--- config.mk ---
export PLATFORM = sky130hd
export DESIGN_NAME = operand_stack_flat
export DESIGN_NICKNAME = d
export VERILOG_FILES = /design/src/rtl/operand_stack_if.sv /design/src/rtl/operand_stack.sv /design/src/flat_wrapper.sv
export SDC_FILE = /design/constraint.sdc
export NUM_CORES = 1
export LEC_CHECK = 0
export CAP_MARGIN = 5
export CORE_ASPECT_RATIO = 2
export CORE_MARGIN = 3
export CORE_UTILIZATION = 50
export DETAILED_ROUTE_END_ITERATION = 12
export PLACE_DENSITY = 0.8
export SYNTH_ARGS = -nofsm -noshare
export SYNTH_HDL_FRONTEND = slang
export SYNTH_SLANG_ARGS = --single-unit
--- constraint.sdc ---
create_clock -name clk -period 12.3 [get_ports clk]
set_input_delay 1.845 -clock clk [delete_from_list [all_inputs] [get_ports clk]]
set_output_delay 1.845 -clock clk [all_outputs]
set_load 0.01 [all_outputs]
--- src/rtl/operand_stack_if.sv ---
// ============================================================================
//  Module      : operand_stack_if
//  Description : Command/data bundle between the stack-machine control unit
//                and the operand stack. The control side (master) issues
//                commands and supplies push data and the ALU result; the
//                stack side (slave) returns the top two entries, the
//                occupancy and the sticky error flags.
//  Signals     : cmd, push_data, alu_result, clr_err    (master -> slave)
//                tos, nos, count, empty, full,
//                overflow_err, underflow_err            (slave -> master)
//  Revision    : 1.0 - initial release
// ============================================================================
`default_nettype none

interface operand_stack_if #(
    parameter int DATA_W = 32,
    parameter int ADDR_W = 4
);
    logic [1:0]        cmd;
    logic [DATA_W-1:0] push_data;
    logic [DATA_W-1:0] alu_result;
    logic              clr_err;
    logic [DATA_W-1:0] tos;
    logic [DATA_W-1:0] nos;
    logic [ADDR_W:0]   count;
    logic              empty;
    logic              full;
    logic              overflow_err;
    logic              underflow_err;

    modport master (
        output cmd,
        output push_data,
        output alu_result,
        output clr_err,
        input  tos,
        input  nos,
        input  count,
        input  empty,
        input  full,
        input  overflow_err,
        input  underflow_err
    );

    modport slave (
        input  cmd,
        input  push_data,
        input  alu_result,
        input  clr_err,
        output tos,
        output nos,
        output count,
        output empty,
        output full,
        output overflow_err,
        output underflow_err
    );
endinterface

`default_nettype wire

--- src/rtl/operand_stack.sv ---
// ============================================================================
//  Module      : operand_stack
//  Description : LIFO operand stack feeding the ALU. NOS drives the first ALU
//                operand and TOS the second, so non-commutative operations
//                compute NOS op TOS. Supports PUSH, POP and REDUCE (pop two,
//                push the ALU result) at one command per cycle, and reports
//                occupancy plus sticky overflow/underflow errors.
//  Ports       : clk   - system clock, rising edge
//                rst_n - asynchronous active-low reset
//                bus   - operand_stack_if.slave (command in, tos/nos/count/
//                        empty/full/error flags out)
//  Revision    : 1.0 - initial release
// ============================================================================
`default_nettype none

module operand_stack #(
    parameter int DATA_W = 32,
    parameter int ADDR_W = 4
) (
    input  wire logic           clk,
    input  wire logic           rst_n,
    operand_stack_if.slave      bus
);

    localparam int DEPTH = 2 ** ADDR_W;

    localparam logic [1:0] c_CMD_NOP    = 2'b00;
    localparam logic [1:0] c_CMD_PUSH   = 2'b01;
    localparam logic [1:0] c_CMD_POP    = 2'b10;
    localparam logic [1:0] c_CMD_REDUCE = 2'b11;

    localparam logic [ADDR_W:0] c_ZERO  = '0;
    localparam logic [ADDR_W:0] c_ONE   = (ADDR_W + 1)'(1);
    localparam logic [ADDR_W:0] c_TWO   = (ADDR_W + 1)'(2);
    localparam logic [ADDR_W:0] c_DEPTH = (ADDR_W + 1)'(DEPTH);

    // ------------------------------------------------------------------------
    // State
    // ------------------------------------------------------------------------
    logic [DATA_W-1:0] r_mem [DEPTH];
    logic [ADDR_W:0]   r_count;
    logic              r_overflow_err;
    logic              r_underflow_err;

    // ------------------------------------------------------------------------
    // Index arithmetic. count-1 / count-2 are formed at full count width so
    // that an empty or single-entry stack never aliases onto a high index;
    // the results are only used when the corresponding entry exists, at
    // which point the MSB is always zero and can be dropped.
    // ------------------------------------------------------------------------
    logic [ADDR_W:0]   w_count_m1;
    logic [ADDR_W:0]   w_count_m2;
    logic [ADDR_W-1:0] w_tos_idx;
    logic [ADDR_W-1:0] w_nos_idx;
    logic [ADDR_W-1:0] w_push_idx;
    logic              w_unused_idx_msbs;

    assign w_count_m1        = r_count - c_ONE;
    assign w_count_m2        = r_count - c_TWO;
    assign w_tos_idx         = w_count_m1[ADDR_W-1:0];
    assign w_nos_idx         = w_count_m2[ADDR_W-1:0];
    // A push only happens while not full, so count itself fits in ADDR_W bits.
    assign w_push_idx        = r_count[ADDR_W-1:0];
    assign w_unused_idx_msbs = w_count_m1[ADDR_W] ^ w_count_m2[ADDR_W] ^ r_count[ADDR_W];

    // ------------------------------------------------------------------------
    // Occupancy predicates
    // ------------------------------------------------------------------------
    logic w_empty;
    logic w_full;
    logic w_has_one;
    logic w_has_two;

    assign w_empty   = (r_count == c_ZERO);
    assign w_full    = (r_count == c_DEPTH);
    assign w_has_one = (r_count >= c_ONE);
    assign w_has_two = (r_count >= c_TWO);

    // ------------------------------------------------------------------------
    // Command decode into legal operations and error events. Exactly one of
    // these can be active in a cycle because the command is a single
    // encoded field.
    // ------------------------------------------------------------------------
    logic w_push_ok;
    logic w_pop_ok;
    logic w_reduce_ok;
    logic w_overflow_evt;
    logic w_underflow_evt;

    always_comb begin
        w_push_ok       = 1'b0;
        w_pop_ok        = 1'b0;
        w_reduce_ok     = 1'b0;
        w_overflow_evt  = 1'b0;
        w_underflow_evt = 1'b0;
        case (bus.cmd)
            c_CMD_PUSH: begin
                w_push_ok      = !w_full;
                w_overflow_evt = w_full;
            end
            c_CMD_POP: begin
                w_pop_ok        = w_has_one;
                w_underflow_evt = !w_has_one;
            end
            c_CMD_REDUCE: begin
                w_reduce_ok     = w_has_two;
                w_underflow_evt = !w_has_two;
            end
            c_CMD_NOP: begin
                // no operation
            end
            default: begin
                // all encodings covered above
            end
        endcase
    end

    // ------------------------------------------------------------------------
    // Count and sticky error flags. Set has priority over clear so an error
    // raised in the same cycle as clr_err is never lost.
    // ------------------------------------------------------------------------
    always_ff @(posedge clk or negedge rst_n) begin
        if (!rst_n) begin
            r_count         <= c_ZERO;
            r_overflow_err  <= 1'b0;
            r_underflow_err <= 1'b0;
        end else begin
            if (w_push_ok) begin
                r_count <= r_count + c_ONE;
            end else if (w_pop_ok || w_reduce_ok) begin
                r_count <= w_count_m1;
            end

            if (w_overflow_evt) begin
                r_overflow_err <= 1'b1;
            end else if (bus.clr_err) begin
                r_overflow_err <= 1'b0;
            end

            if (w_underflow_evt) begin
                r_underflow_err <= 1'b1;
            end else if (bus.clr_err) begin
                r_underflow_err <= 1'b0;
            end
        end
    end

    // ------------------------------------------------------------------------
    // Storage array. Contents are deliberately not reset; validity is carried
    // entirely by r_count. Writes are gated by rst_n so commands issued while
    // reset is held cannot disturb the array.
    // A REDUCE overwrites the NOS slot with the ALU result; the old TOS slot
    // simply falls outside the valid range when count decrements.
    // ------------------------------------------------------------------------
    always_ff @(posedge clk) begin
        if (rst_n) begin
            if (w_push_ok) begin
                r_mem[w_push_idx] <= bus.push_data;
            end else if (w_reduce_ok) begin
                r_mem[w_nos_idx] <= bus.alu_result;
            end
        end
    end

    // ------------------------------------------------------------------------
    // Outputs. tos/nos read straight from the array so the ALU sees the new
    // operands in the cycle after the command, enabling back-to-back REDUCE.
    // ------------------------------------------------------------------------
    assign bus.tos           = w_has_one ? r_mem[w_tos_idx] : '0;
    assign bus.nos           = w_has_two ? r_mem[w_nos_idx] : '0;
    assign bus.count         = r_count;
    assign bus.empty         = w_empty;
    assign bus.full          = w_full;
    assign bus.overflow_err  = r_overflow_err;
    assign bus.underflow_err = r_underflow_err;

endmodule

`default_nettype wire

--- src/flat_wrapper.sv ---
// flat-port wrapper written by rule: the top's interface ports become plain ports
module operand_stack_flat 
#(
    parameter int DATA_W = 32,
    parameter int ADDR_W = 4
)
  (clk, rst_n, bus_cmd, bus_push_data, bus_alu_result, bus_clr_err, bus_tos, bus_nos, bus_count, bus_empty, bus_full, bus_overflow_err, bus_underflow_err);
  operand_stack_if #(.DATA_W(DATA_W), .ADDR_W(ADDR_W)) bus_i ();
  input  wire logic clk;
  input  wire logic rst_n;
  input wire logic [$bits(bus_i.cmd)-1:0] bus_cmd;
  input wire logic [$bits(bus_i.push_data)-1:0] bus_push_data;
  input wire logic [$bits(bus_i.alu_result)-1:0] bus_alu_result;
  input wire logic [$bits(bus_i.clr_err)-1:0] bus_clr_err;
  output wire logic [$bits(bus_i.tos)-1:0] bus_tos;
  output wire logic [$bits(bus_i.nos)-1:0] bus_nos;
  output wire logic [$bits(bus_i.count)-1:0] bus_count;
  output wire logic [$bits(bus_i.empty)-1:0] bus_empty;
  output wire logic [$bits(bus_i.full)-1:0] bus_full;
  output wire logic [$bits(bus_i.overflow_err)-1:0] bus_overflow_err;
  output wire logic [$bits(bus_i.underflow_err)-1:0] bus_underflow_err;
  assign bus_i.cmd = bus_cmd;
  assign bus_i.push_data = bus_push_data;
  assign bus_i.alu_result = bus_alu_result;
  assign bus_i.clr_err = bus_clr_err;
  assign bus_tos = bus_i.tos;
  assign bus_nos = bus_i.nos;
  assign bus_count = bus_i.count;
  assign bus_empty = bus_i.empty;
  assign bus_full = bus_i.full;
  assign bus_overflow_err = bus_i.overflow_err;
  assign bus_underflow_err = bus_i.underflow_err;
  operand_stack #(.DATA_W(DATA_W), .ADDR_W(ADDR_W)) u_core (.clk(clk), .rst_n(rst_n), .bus(bus_i));
endmodule
==> summary.md <==
| Metric | Value |
|---|---|
| Global-route total usage across every layer | `23.3%` |
| Cell leakage power | `9.07 nW` |
| Non-Filler Instances | `1989` |
| Syn_area_per_cell | `20.6 um2` |
| Sequential share of power | `28.5%` |
| Post-Place Cells | `1914` |
| Arr. time, crit path | `5.59 ns` |
| Initial Utilization | `50.8%` |
| Hold WS | `0.492 ns` |
| Terminating pin of the worst hold path | `u_core.bus.underflow_err` |
| Slew @ Worst Pin | `1.15 ns` |
| Post-DRT Antenna Nets | `0` |
| Fin area | `0.0282 mm2` |
| Cell Chain, Critical Path | `buf_4 -> buf_12 -> buf_4 -> mux4_2 -> mux2i_1 -> o22ai_1 -> clkdlybuf4s50_1` |
| Peak supply drop | `0.000270 V` |
| Largest net degree at the start of global routing | `127` |
| Clk_skew | `0.0195 ns` |
| RSZ-0062 raised after global routing | `no` |
| I/O pin count | `142` |
| Post-Route WL | `60500 um` |
| Status | `finished, final reports clean` |
| Avg WL per Cell | `30.4 um` |
| Worst-path fanout max | `126` |
| Cell Area, Synth | `0.0247 mm2` |
| Vias | `13300` |
| Internal cell power | `4.85 mW` |
| Num CTS Buffers | `42` |
| Most frequent cell after synthesis | `edfxtp_1` |
| Post-synth EDFFs | `512` |
| Worst Setup Path Type | `flop to primary output` |
| Origin of the worst min-delay path | `u_core.bus.underflow_err` |
| Part of the Yosys area used for sequential elements | `63.0%` |
| Dominant cells by area after synthesis | `edfxtp_1, mux4_2, mux2i_1` |
| Post-route minimum period | `7.44 ns` |
| Resized Gates After CTS | `0` |
| Syn_nets | `1273` |
| Row cnt | `114` |
| Buf+Inv Stages, Crit Path | `4` |
| Clock Power Share | `19.2%` |
| Die ar. | `0.0522 mm2` |
| Syn Inst Count | `1197` |
| # H-tree levels | `2` |
| CTS tree | `yes` |
| Post-Synth Simple-Gate Area | `1.36%` |
| HP Class | `flop to flop` |
| R2R setup slack | `7.30 ns` |
| Clk root buf | `clkbuf_16` |
| Share of cells above drive strength 1 | `31.1%` |
| CP top delay family | `buffers and inverters` |
| R2R cell count | `8` |
| Port buffer count | `141` |
| Flops & latches, synth | `519` |
| Ys Warns | `0` |
| Setup-failing EPs final | `0` |
| Slew margin rel. | `23.2%` |
| DRT Pass-1 Iters | `5` |
| Combinational family with the most area after synthesis | `multiplexers` |
| # DRC | `0` |
| Slowest stage delay, CP | `0.93 ns` |
| Synth unique cells | `56` |
| Chip Width | `163 um` |
| XOR/XNOR Fraction of Synth Area | `0.294%` |
| Gpl congestion | `0.788` |
| Total net switching power | `2.76 mW` |
| Worst setup SP type | `flop` |
| Peak Freq | `0.134 GHz` |
| Crit-path slowest cell | `buf_4` |
| Reg2reg end | `u_core.r_mem[14][10]` |
| Crit path required time | `10.45 ns` |
| Final Hold Viols | `0` |
| CTS sink cnt | `519` |
| Switching Fraction | `36.2%` |
| Cell type with the largest total area after synthesis | `edfxtp_1` |
| Post-synthesis mux area share | `30.0%` |
| Antenna fix cells | `0` |
| Most used DFF post-synth | `edfxtp_1` |
| Worst-path clk slew | `0.07 ns` |
| Area Overhead vs Synth | `14.2%` |
| Crit path capture type | `primary output` |
| CTS max path bufs | `3` |
| Pre-CTS setup slack | `5.33 ns` |
| First-pass GRT wire length | `89300 um` |
| Worst setup margin | `4.86 ns` |
| Worst Hold Depth | `1` |
| Setup Fix Bufs, Post-CTS | `0` |
| DP Area | `0.0267 mm2` |
| Post-Synth Adder-Cell Area | `0.355%` |
| Die H | `320 um` |
| Final HPWL DP | `34000 um` |
| Commonest cells in the netlist | `edfxtp_1, mux4_2, mux2i_1` |
| Vias in the first global route | `14200` |
| Synth async-reset ratio | `1.35%` |
| Reg-to-reg critical path startpoint | `u_core.bus.count[1]` |
| 1st-iter DRT viols | `1336` |
| Crit path top cell by count | `buf_4` |
| Final worst path period share | `60.5%` |
| Slew Viols, Final | `0` |
| Pwr Density | `270 mW/mm2` |
| Initial antenna violation count | `0` |
| Clk_lat worst skew | `0.57 ns` |
| Hold-fix buffers at CTS | `0` |
| Max Cap Viol | `0` |
| Nets | `1396` |
| Logic pwr share | `52.3%` |
| Synth top area share | `62.3%` |
| Synth Area in Compound Gates | `2.55%` |
| Via/cell ratio | `6.69` |
| Total global routing overflow | `0` |
| Setup TNS | `0 ns` |
| Core ar. | `0.0486 mm2` |
-- layout by cell type, fill, tap and decap left out, types with 3 or more instances in the layout --
master           synthesis  routed
edfxtp_1               512     512
mux4_2                 256     256
clkdlybuf4s50_1          0     141
mux2i_1                128     128
o22ai_1                 64      64
clkbuf_16                0      43
mux2_2                  30      30
buf_4                   26      29
nor2_4                   0      12
inv_1                    9       9
bufinv_16                0       9
nand2_1                  8       8
clkinv_2                 0       8
a31oi_1                  6       6
a21oi_1                  6       6
ha_1                     7       6
nand3_1                  5       5
clkinv_1                 0       5
clkinvlp_4               0       5
dfrtp_1                  7       5
and3_1                   4       4
nor2b_4                  0       4
nor2_1                  15       3
-- power by group through the flow --
stage | combinational, mW | sequential (mW) | clock (mW)
after global placement | 3.95 | 2.20 | 0
final | 3.98 | 2.17 | 1.46
after CTS | 4.01 | 2.17 | 1.48
after floorplan | 2.62 | 2.12 | 0
after global routing | 4.20 | 2.18 | 1.54
after detailed placement | 3.99 | 2.21 | 0
-- logic make-up (layout without fill, tap and decap cells) --
logic type                 after synthesis  in the layout
DFF                                    519            519
muxes                                  416            416
buffers and inverters                  101            255
AOI/OAI and AO/OA                       94             94
and+or+nand+nor                         56             56
adders and majority gates                7              7
xor gates and xnor gates                 4              4
-- state kept, by name, indices dropped and copies added (netlist names) --
| register | cells |
|---|---|
| u_core.bus.overflow_err | 1 |
| u_core.bus.underflow_err | 1 |
| u_core.bus.count | 5 |
| u_core.r_mem | 512 |
-- layer usage --
| layer | track usage, % | part of all wire, % | vias to the layer above |
|---|---|---|---|
| li1 | - | - | 5449 |
| met1 | 27.8 | 34 | 6978 |
| met2 | 42.1 | 54 | 730 |
| met3 | 2.69 | 7.1 | 157 |
| met4 | 10.5 | 4.8 | 0 |
| met5 | 0 | 0 | - |
-- cell type report --
type | instances | area [um2]
clock buffer | 43 | 1080
clock inverter | 32 | 413
fill | 3417 | 20400
inverter | 9 | 33.8
multi-input combinational | 577 | 8670
sequential | 519 | 15600
tap | 638 | 798
timing repair buffer | 171 | 1650
-- worst max path at each step --
stage / from / end / cells past startpoint
after floorplan: bus_cmd[0] / u_core.r_mem[9][0] / 5
after global placement: u_core.bus.count[0] / bus_nos[12] / 7
after detailed placement: u_core.bus.count[0] / bus_tos[13] / 7
after CTS: u_core.bus.count[0] / bus_tos[9] / 7
after global routing: u_core.bus.count[0] / bus_tos[17] / 7
final: u_core.bus.count[0] / bus_nos[10] / 7
-- through the flow --
| step | power [mW] | utilization [%] |
|---|---|---|
| 2_1_floorplan | 4.74 | - |
| 3_3_place_gp | 6.15 | 54.9 |
| 3_5_place_dp | 6.20 | 54.9 |
| 4_1_cts | 7.66 | 58.0 |
| 5_1_grt | 7.92 | 58.0 |
| 6_report | 7.61 | 58.0 |
-- worst register-to-register path, delay by kind of cell (launching register included) --
kind                       cells  cell delay (ns)
adders and majority gates      1             0.45
and+or+nand+nor                2             1.00
DFF                            1             0.76
AOI/OAI and AO/OA              2             0.99
buffers and inverters          3             1.43
(Power assumes the default switching activity.)
